--- config.mk ---
export PLATFORM = sky130hd
export DESIGN_NAME = dmi_regfile_responder
export DESIGN_NICKNAME = d
export VERILOG_FILES = /design/src/rtl/dmi_regfile_responder.sv
export SDC_FILE = /design/constraint.sdc
export NUM_CORES = 1
export LEC_CHECK = 0
export CAP_MARGIN = 20
export CORE_AREA = 2 2 236 238
export CTS_CLUSTER_DIAMETER = 40
export DETAILED_ROUTE_END_ITERATION = 8
export DIE_AREA = 0 0 238 240
export PLACE_DENSITY = 0.65
export SYNTH_ARGS = -nofsm -noshare
export SYNTH_HDL_FRONTEND = slang
export SYNTH_SLANG_ARGS = --single-unit
--- constraint.sdc ---
create_clock -name clk_i -period 2.55 [get_ports clk_i]
set_clock_uncertainty 0.2 [all_clocks]
set_input_delay 0.51 -clock clk_i [delete_from_list [all_inputs] [get_ports clk_i]]
set_output_delay 0.51 -clock clk_i [all_outputs]
set_load 0.05 [all_outputs]
--- src/rtl/dmi_regfile_responder.sv ---
// -----------------------------------------------------------------------------
// dmi_regfile_responder
//   Core-side DMI target. It takes requests coming out of the JTAG->core CDC,
//   serves a bank of 32-bit scratch/mailbox registers, and returns responses
//   towards the core->JTAG CDC. Only one request is in flight at a time. Each
//   response is presented a fixed number of cycles (RespLatency) after accept.
//   A parallel HW update port lets core logic post values for the debugger.
//
//   Parameters
//     NrRegs       number of 32-bit registers (1..32)
//     BaseAddr     DMI address of reg[0]; reg[i] sits at BaseAddr+i
//     RespLatency  cycles from request accept to dmi_resp_valid_o (>=1)
//
//   Ports
//     clk_i, rst_ni       core clock, async active-low reset
//     dmi_req_i           {addr[6:0], op[1:0], data[31:0]}
//     dmi_req_valid_i/_ready_o   request handshake (ready only in IDLE)
//     dmi_resp_o          {data[31:0], resp[1:0]}
//     dmi_resp_valid_o/_ready_i  response handshake
//     hw_we_i, hw_wdata_i per-register HW write enable / data
//     regs_o              registered register contents
//
//   Optional feature (macro DMI_REGFILE_STICKY_ERR_EN)
//     Any DTM_ERR response sets a sticky error flag. While the flag is set,
//     every READ/WRITE is refused with DTM_ERR. A NOP clears the flag.
// -----------------------------------------------------------------------------
package dm;
  typedef struct packed {
    logic [6:0]  addr;
    logic [1:0]  op;
    logic [31:0] data;
  } dmi_req_t;

  typedef struct packed {
    logic [31:0] data;
    logic [1:0]  resp;
  } dmi_resp_t;

  localparam logic [1:0] DTM_NOP     = 2'h0;
  localparam logic [1:0] DTM_READ    = 2'h1;
  localparam logic [1:0] DTM_WRITE   = 2'h2;
  localparam logic [1:0] DTM_SUCCESS = 2'h0;
  localparam logic [1:0] DTM_ERR     = 2'h2;
endpackage

module dmi_regfile_responder #(
  parameter int unsigned NrRegs      = 8,
  parameter logic [6:0]  BaseAddr    = 7'h04,
  parameter int unsigned RespLatency = 1
) (
  input  logic                   clk_i,
  input  logic                   rst_ni,
  input  dm::dmi_req_t           dmi_req_i,
  input  logic                   dmi_req_valid_i,
  output logic                   dmi_req_ready_o,
  output dm::dmi_resp_t          dmi_resp_o,
  output logic                   dmi_resp_valid_o,
  input  logic                   dmi_resp_ready_i,
  input  logic [NrRegs-1:0]      hw_we_i,
  input  logic [NrRegs*32-1:0]   hw_wdata_i,
  output logic [NrRegs*32-1:0]   regs_o
);

  localparam int unsigned CntW = (RespLatency > 1) ? $clog2(RespLatency) : 1;

  typedef enum logic [1:0] {
    StIdle = 2'd0,
    StWait = 2'd1,
    StResp = 2'd2
  } state_e;

  state_e                   state_q, state_d;
  logic [CntW-1:0]          cnt_q, cnt_d;
  dm::dmi_resp_t            resp_q, resp_d;
  logic                     ready_q, ready_d;
  logic                     valid_q, valid_d;
  logic [NrRegs-1:0][31:0]  regs_q, regs_d;

  logic        accept_s;
  logic [6:0]  idx_s;
  logic        in_range_s;
  logic        is_rw_s;
  logic        blocked_s;
  logic        op_ok_s;
  logic        ok_s;
  logic [31:0] rd_data_s;
  logic [31:0] resp_data_s;
  logic [1:0]  resp_code_s;
  logic        wr_hit_s;

  assign accept_s   = dmi_req_valid_i & ready_q;
  // The subtraction is 7 bits wide, so addresses below BaseAddr wrap to large
  // values. The explicit lower-bound check keeps that wrap from aliasing.
  assign idx_s      = dmi_req_i.addr - BaseAddr;
  assign in_range_s = (dmi_req_i.addr >= BaseAddr) && (idx_s < 7'(NrRegs));
  assign is_rw_s    = (dmi_req_i.op == dm::DTM_READ) || (dmi_req_i.op == dm::DTM_WRITE);

`ifdef DMI_REGFILE_STICKY_ERR_EN
  logic err_q, err_d;

  assign blocked_s = err_q & is_rw_s;

  // Sticky error: set by any error response, cleared by an accepted NOP.
  always_comb begin
    err_d = err_q;
    err_d = !accept_s                    ? err_q :
            (resp_code_s == dm::DTM_ERR) ? 1'b1  :
            (dmi_req_i.op == dm::DTM_NOP) ? 1'b0 : err_q;
  end

  // Sticky error flag register.
  always_ff @(posedge clk_i or negedge rst_ni) begin
    if (!rst_ni) begin
      err_q <= 1'b0;
    end else begin
      err_q <= err_d;
    end
  end
`else
  assign blocked_s = 1'b0 & is_rw_s;
`endif

  // Request decode: read mux, legality check and the response to capture.
  always_comb begin
    rd_data_s = 32'h0;
    for (int i = 0; i < NrRegs; i++) begin
      rd_data_s = (idx_s == 7'(i)) ? regs_q[i] : rd_data_s;
    end
    case (dmi_req_i.op)
      dm::DTM_NOP:                op_ok_s = 1'b1;
      dm::DTM_READ, dm::DTM_WRITE: op_ok_s = in_range_s;
      default:                    op_ok_s = 1'b0;
    endcase
    ok_s        = op_ok_s & ~blocked_s;
    resp_code_s = ok_s ? dm::DTM_SUCCESS : dm::DTM_ERR;
    // regs_q is sampled here, so a read sees the value before any same-edge write.
    resp_data_s = (ok_s && (dmi_req_i.op == dm::DTM_READ)) ? rd_data_s : 32'h0;
    wr_hit_s    = accept_s & ok_s & (dmi_req_i.op == dm::DTM_WRITE);
  end

  // Register bank next state: HW port first, so a DMI write to the same register wins.
  always_comb begin
    regs_d = regs_q;
    for (int i = 0; i < NrRegs; i++) begin
      regs_d[i] = hw_we_i[i] ? hw_wdata_i[i*32 +: 32] : regs_q[i];
      regs_d[i] = (wr_hit_s && (idx_s == 7'(i))) ? dmi_req_i.data : regs_d[i];
    end
  end

  // Transaction FSM: next state, latency counter and captured response.
  always_comb begin
    state_d = state_q;
    cnt_d   = cnt_q;
    resp_d  = resp_q;
    case (state_q)
      StIdle: begin
        if (accept_s) begin
          resp_d  = '{data: resp_data_s, resp: resp_code_s};
          cnt_d   = CntW'(RespLatency - 1);
          state_d = (RespLatency == 1) ? StResp : StWait;
        end else begin
          state_d = StIdle;
        end
      end
      StWait: begin
        cnt_d   = cnt_q - CntW'(1);
        state_d = (cnt_q == CntW'(1)) ? StResp : StWait;
      end
      StResp: begin
        state_d = dmi_resp_ready_i ? StIdle : StResp;
      end
      default: begin
        state_d = StIdle;
      end
    endcase
    // Handshake outputs are registered copies of the next-state decode. This
    // holds ready low through reset and for one cycle after RESP exits.
    ready_d = (state_d == StIdle);
    valid_d = (state_d == StResp);
  end

  // State, response and register bank flops.
  always_ff @(posedge clk_i or negedge rst_ni) begin
    if (!rst_ni) begin
      state_q <= StIdle;
      cnt_q   <= '0;
      resp_q  <= '0;
      ready_q <= 1'b0;
      valid_q <= 1'b0;
      regs_q  <= '0;
    end else begin
      state_q <= state_d;
      cnt_q   <= cnt_d;
      resp_q  <= resp_d;
      ready_q <= ready_d;
      valid_q <= valid_d;
      regs_q  <= regs_d;
    end
  end

  assign dmi_req_ready_o  = ready_q;
  assign dmi_resp_valid_o = valid_q;
  assign dmi_resp_o       = resp_q;
  assign regs_o           = regs_q;

endmodule

# [Word level (Yosys, flattened, before mapping)]
# Index checks and enable logic that the tools add are counted.
[word_totals] register_bits=295 latch_bits=0 ramBits=0 rom_bits=0 in_bits=309 output_inout_bits=292 wordCells=93 n_memories=0
[classes] n_addsub=2 n_mul=0 div=0 n_lt_le_gt_ge=2 eq_ne=13 shift=0 n_mux=33 bitwise_logic=3 n_reduce_logical=26
[op_table] op="2-to-1 mux 32 bit" count=25
[op_table] op="== test 7 x 3 -> 1 bit, second input constant" count=4
[op_table] op="nonzero test 2 bit" count=9
[op_table] op="== test 7 x 2 -> 1 bit, second input constant" count=2
[op_table] op="logical AND 1 bit" count=10
[op_table] op="2-to-1 mux 2 bit" count=4
[op_table] op="== test 7 x 1 -> 1 bit, second input constant" count=1
[op_table] op="greater-or-equal comparator 7 x 3 -> 1 bit, second input constant" count=1
[op_table] op="logical NOT 7 bit" count=1
[op_table] op="< comparator 7 x 4 -> 1 bit, second input constant" count=1
[op_table] op="subtractor 7 x 3 -> 7 bit, second input constant" count=1
[op_table] op="== test 2 bit, second input constant" count=3
[op_table] op="logical NOT 2 bit" count=3
[op_table] op="case mux 2 bit (3 select lines)" count=1
[op_table] op="== test 2 x 1 -> 1 bit, second input constant" count=2
[op_table] op="case mux 1 bit (2 select lines)" count=2
[op_table] op="AND reduction 2 bit" count=2
[op_table] op="bitwise AND 1 bit" count=3
[op_table] op="inequality test 2 bit, second input constant" count=1
[op_table] op="OR reduction 2 bit" count=1
[op_table] op="2-to-1 mux 1 bit" count=1
[op_table] op="subtractor 1 bit, second input constant" count=1

# [Longest topological paths before layout]
[depth] ltp_word=11 mapped_depth=10 depth_no_buf=7

# [Worst setup path before layout]
# OpenSTA, ideal clock, no wires.
[synth_timing] path_type="input to register" start="input dmi_req_i[36] (netlist bit)" end="register regs_q (netlist bit regs_o[181])" setup_time_ns=0.125 arrival_ns=2.597 required_ns=2.225 path_slack_ns=-0.371 stages=8 n_path_buf=2 path_cell_list="inv_1 ha_1 o41a_1 buf_2 o31ai_4 nor4b_4 buf_4 mux2_2"
[synth_via] elab_chain_cells=8 elab_cells_between_ends=11 cone_classes="1 x add/sub; 2 x order compare; 1 x eq/ne; 2 x mux; 2 x bitwise; 3 x reduce/logical"
[synth_rtl] element="from (decl)" line="53" text="input dm::dmi_req_t dmi_req_i,"
[synth_rtl] element="subtractor 7 x 3 -> 7 bit" line="94" text="assign idx_s = dmi_req_i.addr - BaseAddr;"
[synth_rtl] element="< comparator 7 x 4 -> 1 bit" line="95" text="assign in_range_s = (dmi_req_i.addr >= BaseAddr) && (idx_s < 7'(NrRegs));"
[synth_rtl] element="logical AND 1 bit" line="95"
[synth_rtl] element="case mux 1 bit (2 select lines)" line="129" text="case (dmi_req_i.op)"
[synth_rtl] element="bitwise AND 1 bit (2 in a row)" line="138" text="wr_hit_s = accept_s & ok_s & (dmi_req_i.op == dm::DTM_WRITE);"
[synth_rtl] element="logical AND 1 bit *" line="146" text="regs_d[i] = (wr_hit_s && (idx_s == 7'(i))) ? dmi_req_i.data : regs_d[i];"
[synth_rtl] element="2-to-1 mux 32 bit or nonzero test 2 bit (tied branches)"
[synth_rtl] element="to (signal assigned)" line="197" text="regs_q <= regs_d;"
[synth_rtl] element="to (decl)" line="77" text="logic [NrRegs-1:0][31:0] regs_q, regs_d;"
# Every way passes the cells marked *; elsewhere a longest branch is shown, timed or not.
# A chain may end at the register's enable or synchronous reset.

# [Worst setup path after layout]
[layout_timing] start="register regs_q (netlist bit regs_o[62])" end="output regs_o[62]"
[layout_rtl] element="to (decl)" line="61" text="output logic [NrRegs*32-1:0] regs_o"
# No word-level cell between the ends.

==> reports/qor.yml <==
power_and_ir_drop:
  p_clk_share_pct: 43.4
  p_total_mw: 18.3
  power_frac_comb_pct: 25.9
  power_density_nw_per_um2: 707
  swShare_pct: 33.9
  power_leakage_nw: 11.7
  switchingPower_mw: 6.19
  p_int_mw: 12.1
  peakVddDrop_mv: 0.503
  p_seq_share_pct: 30.7
synthesis:
  yosysSeqAreaShare_pct: 45.7
  syn_nets: 1951
  yosys.area.top_type: "dfrtp_1"
  ys_types: 49
  synth_cells: 1635
  ys_ff_latch: 294
  netlist_area_sq_um: 16100
  async_flop_share_pct: 100
  yosys_warnings: 0
  synth_top_area_share_pct: 45.7
  yosys-top-cells-area: "dfrtp_1, mux2i_1, mux2_2"
  syn_area_per_cell_sq_um: 9.84
  synthFlopType: "dfrtp_1"
  synth_enable_flop_cells: 0
placed_design:
  dp_worst_setup_slack_ns: -0.979
  globalplace.congestion: 0.897
  placed_area_sq_um: 23700
  numPortBuffers: 599
  dp_hpwl_microns: 58300
clocking:
  path_clk_slew_ns: 0.06
  clock_latency_ns: 0.59
  cts_tree: "done"
  cts.sinks: 294
  clk_path_buf_depth: 3
  cts_made_buffers: 55
  htree_levels: 2
  cts-root-buf: "clkbuf_16"
layout:
  area_growth_syn_to_layout_pct: 60.7
  layout_commonest_cell: "clkdlybuf4s50_1"
  layout_common_cells: "clkdlybuf4s50_1, dfrtp_1, nor2_1"
  stdcell_area_sq_um: 25900
  nNetsFinal: 2564
  drive_gt1_share_pct: 17.7
detailed_routing:
  vias: 16200
  drtAntennaViolNets: 0
  wl_microns: 79000
  wl_per_cell_microns: 26.3
  viasPerCell: 5.39
  drc: 0
  initialDrtViolationCount: 1307
  first_pass_iters: 5
die:
  start_util_pct: 29.4
  die_w_microns: 238
  num_io_pins: 601
  die_h_microns: 240
  coreArea_sq_um: 54700
  dieArea_sq_um: 57100
  rows: 86
timing:
  finalSetupViolCount: 0
  finalMaxSlewViolations: 0
  fin_crit_ns: 2.52
  hold_viol: 0
  timing.setup.tns_ns: 0
  relSlewSlack_pct: 54.1
  rsz0062_at_grt: "no"
  worst_slack_ns: 0.0281
  post-route-period-util_pct: 98.9
  fmax_mhz: 397
  worst_pin_slew_ns: 0.687
setup_path:
  cpLargestDelayFamily: "buffers and inverters"
  slowest_stage: "clkdlybuf4s50_1"
  start_kind: "flop"
  critPathKind: "reg -> out"
  path_max_fanout: 3
  critPathBufInv: 1
  arrival_ns: 1.81
  critPathRequiredTime_ns: 1.84
  worstPathCellList: "clkdlybuf4s50_1"
  slowest_delay_ns: 0.82
  critPathCaptureType: "primary output"
global_routing:
  antenna_found_initial: 6
  grt_usage_pct: 26.8
  grt_max_degree: 70
  grt_pass1_vias: 16500
  grt_pass1_wl_microns: 112000
  grt_overflow: 0
outcome:
  status: "finished, final reports clean"
flow_run:
  max_cap_viol_count: 0
hold_path:
  min_path_type: "in -> async"
area by class of cell:
cell class                 count  area (sq um)
fill                        5107         28800
multi-input combinational   1168          8260
sequential                   294          7360
timing repair buffer         716          7270
clock buffer                  66          1470
tap                          704           881
clock inverter                37           538
inverter                      13          68.8
antenna                        3          7.51
worst reg2reg max path: cells and delay by family, from the launching register on:
kind / cells / cell delay (ns)
AO/OA/AOI/OAI: 2 / 0.60
buffers and inverters: 1 / 0.30
flip-flops: 1 / 0.43
AND/OR/NAND/NOR: 2 / 0.55
kinds of logic (layout without fill, tap and decap cells):
logic type               count (synthesis)  after routing  synth area share (%)
flip-flops                             294            294                  45.7
XOR/XNOR                                 1              1                0.0544
adder cells (fa/ha/maj)                  7              7                 0.544
AND/OR/NAND/NOR                        410            410                  11.1
AO/OA/AOI/OAI                          381            381                  14.3
buffers and inverters                  173            832                  4.21
other                                    1              4                0.0233
multiplexers                           368            368                  24.1
synth_stat cells (all sizes together) (2+ instances only):
cell type and instances:
a21oi 133, o22ai 29, nand3b 2, inv 13, buf 14, o2bb2ai 3
nand2b 4, nor4b 2, nor3 36, o21ai 105, a221oi 4, a32oi 3
nand3 8, mux2 151, ha 7, o32ai 27, a31oi 32, nor2 226
nor2b 33, nand4 7, o211ai 3, a21o 2, nand2 83, a22oi 7
o31ai 26, clkbuf 146, mux2i 217, dfrtp 294, or3 3, a2111oi 2
power groups by stage:
stage	clock network (mW)	registers (mW)	logic [mW]
4_1_cts	8.04	5.60	4.73
2_1_floorplan	0	7.03	1.16
5_1_grt	8.26	5.65	4.91
3_3_place_gp	0	5.67	4.80
3_5_place_dp	0	5.68	4.84
6_report	7.94	5.61	4.73
repair_timing:
| action | 4_1_cts | 5_1_grt |
|---|---|---|
| setup buffers | 7 | 2 |
| setup endpoints to repair | 334 | 197 |
| gates resized for setup | 153 | 62 |
| pin swaps | 3 | 3 |
| hold endpoints to repair | 37 | 0 |
| hold buffers | 1 | 0 |
| gates cloned | 1 | 0 |
registers in the layout, indices dropped and copies added (netlist names):
register / count
cnt_q: 1
dmi_req_ready_o: 1
dmi_resp_o: 33
dmi_resp_valid_o: 1
regs_o: 256
state_q: 2
final timing paths:
kind,from,endpoint,slack (ns),cells after the start
hold / removal,rst_ni,regs_o[206],0.22,2
min in group clk_i,cnt_q,state_q[0],0.33,1
setup / recovery,regs_o[62],regs_o[62],0.03,1
max in group asynchronous,rst_ni,dmi_resp_o[25],1.13,3
setup reg to reg,dmi_req_ready_o,regs_o[136],0.34,5
hold reg to reg,cnt_q,state_q[0],0.33,1
routing by layer:
layer / up-vias / part of all wire [%] / GRT usage, % / wire length, microns
met4: 4 / 4.0 / 9.96 / 3130
met3: 188 / 7.7 / 5.46 / 6120
li1: 7120 / - / - / -
met5: - / 0.034 / 0 / 27
met2: 847 / 49 / 46.4 / 38700
met1: 8015 / 39 / 32.9 / 31000
metrics by stage:
stage	util [%]	hold slack, ns	std cells
floorplan	-	0.0144	1635
global placement	43.4	0.257	2885
detailed placement	43.4	0.256	2885
CTS	47.0	0.222	2997
global route	47.3	0.255	3001
finish	47.3	0.222	3001
(Power assumes the default switching activity.)
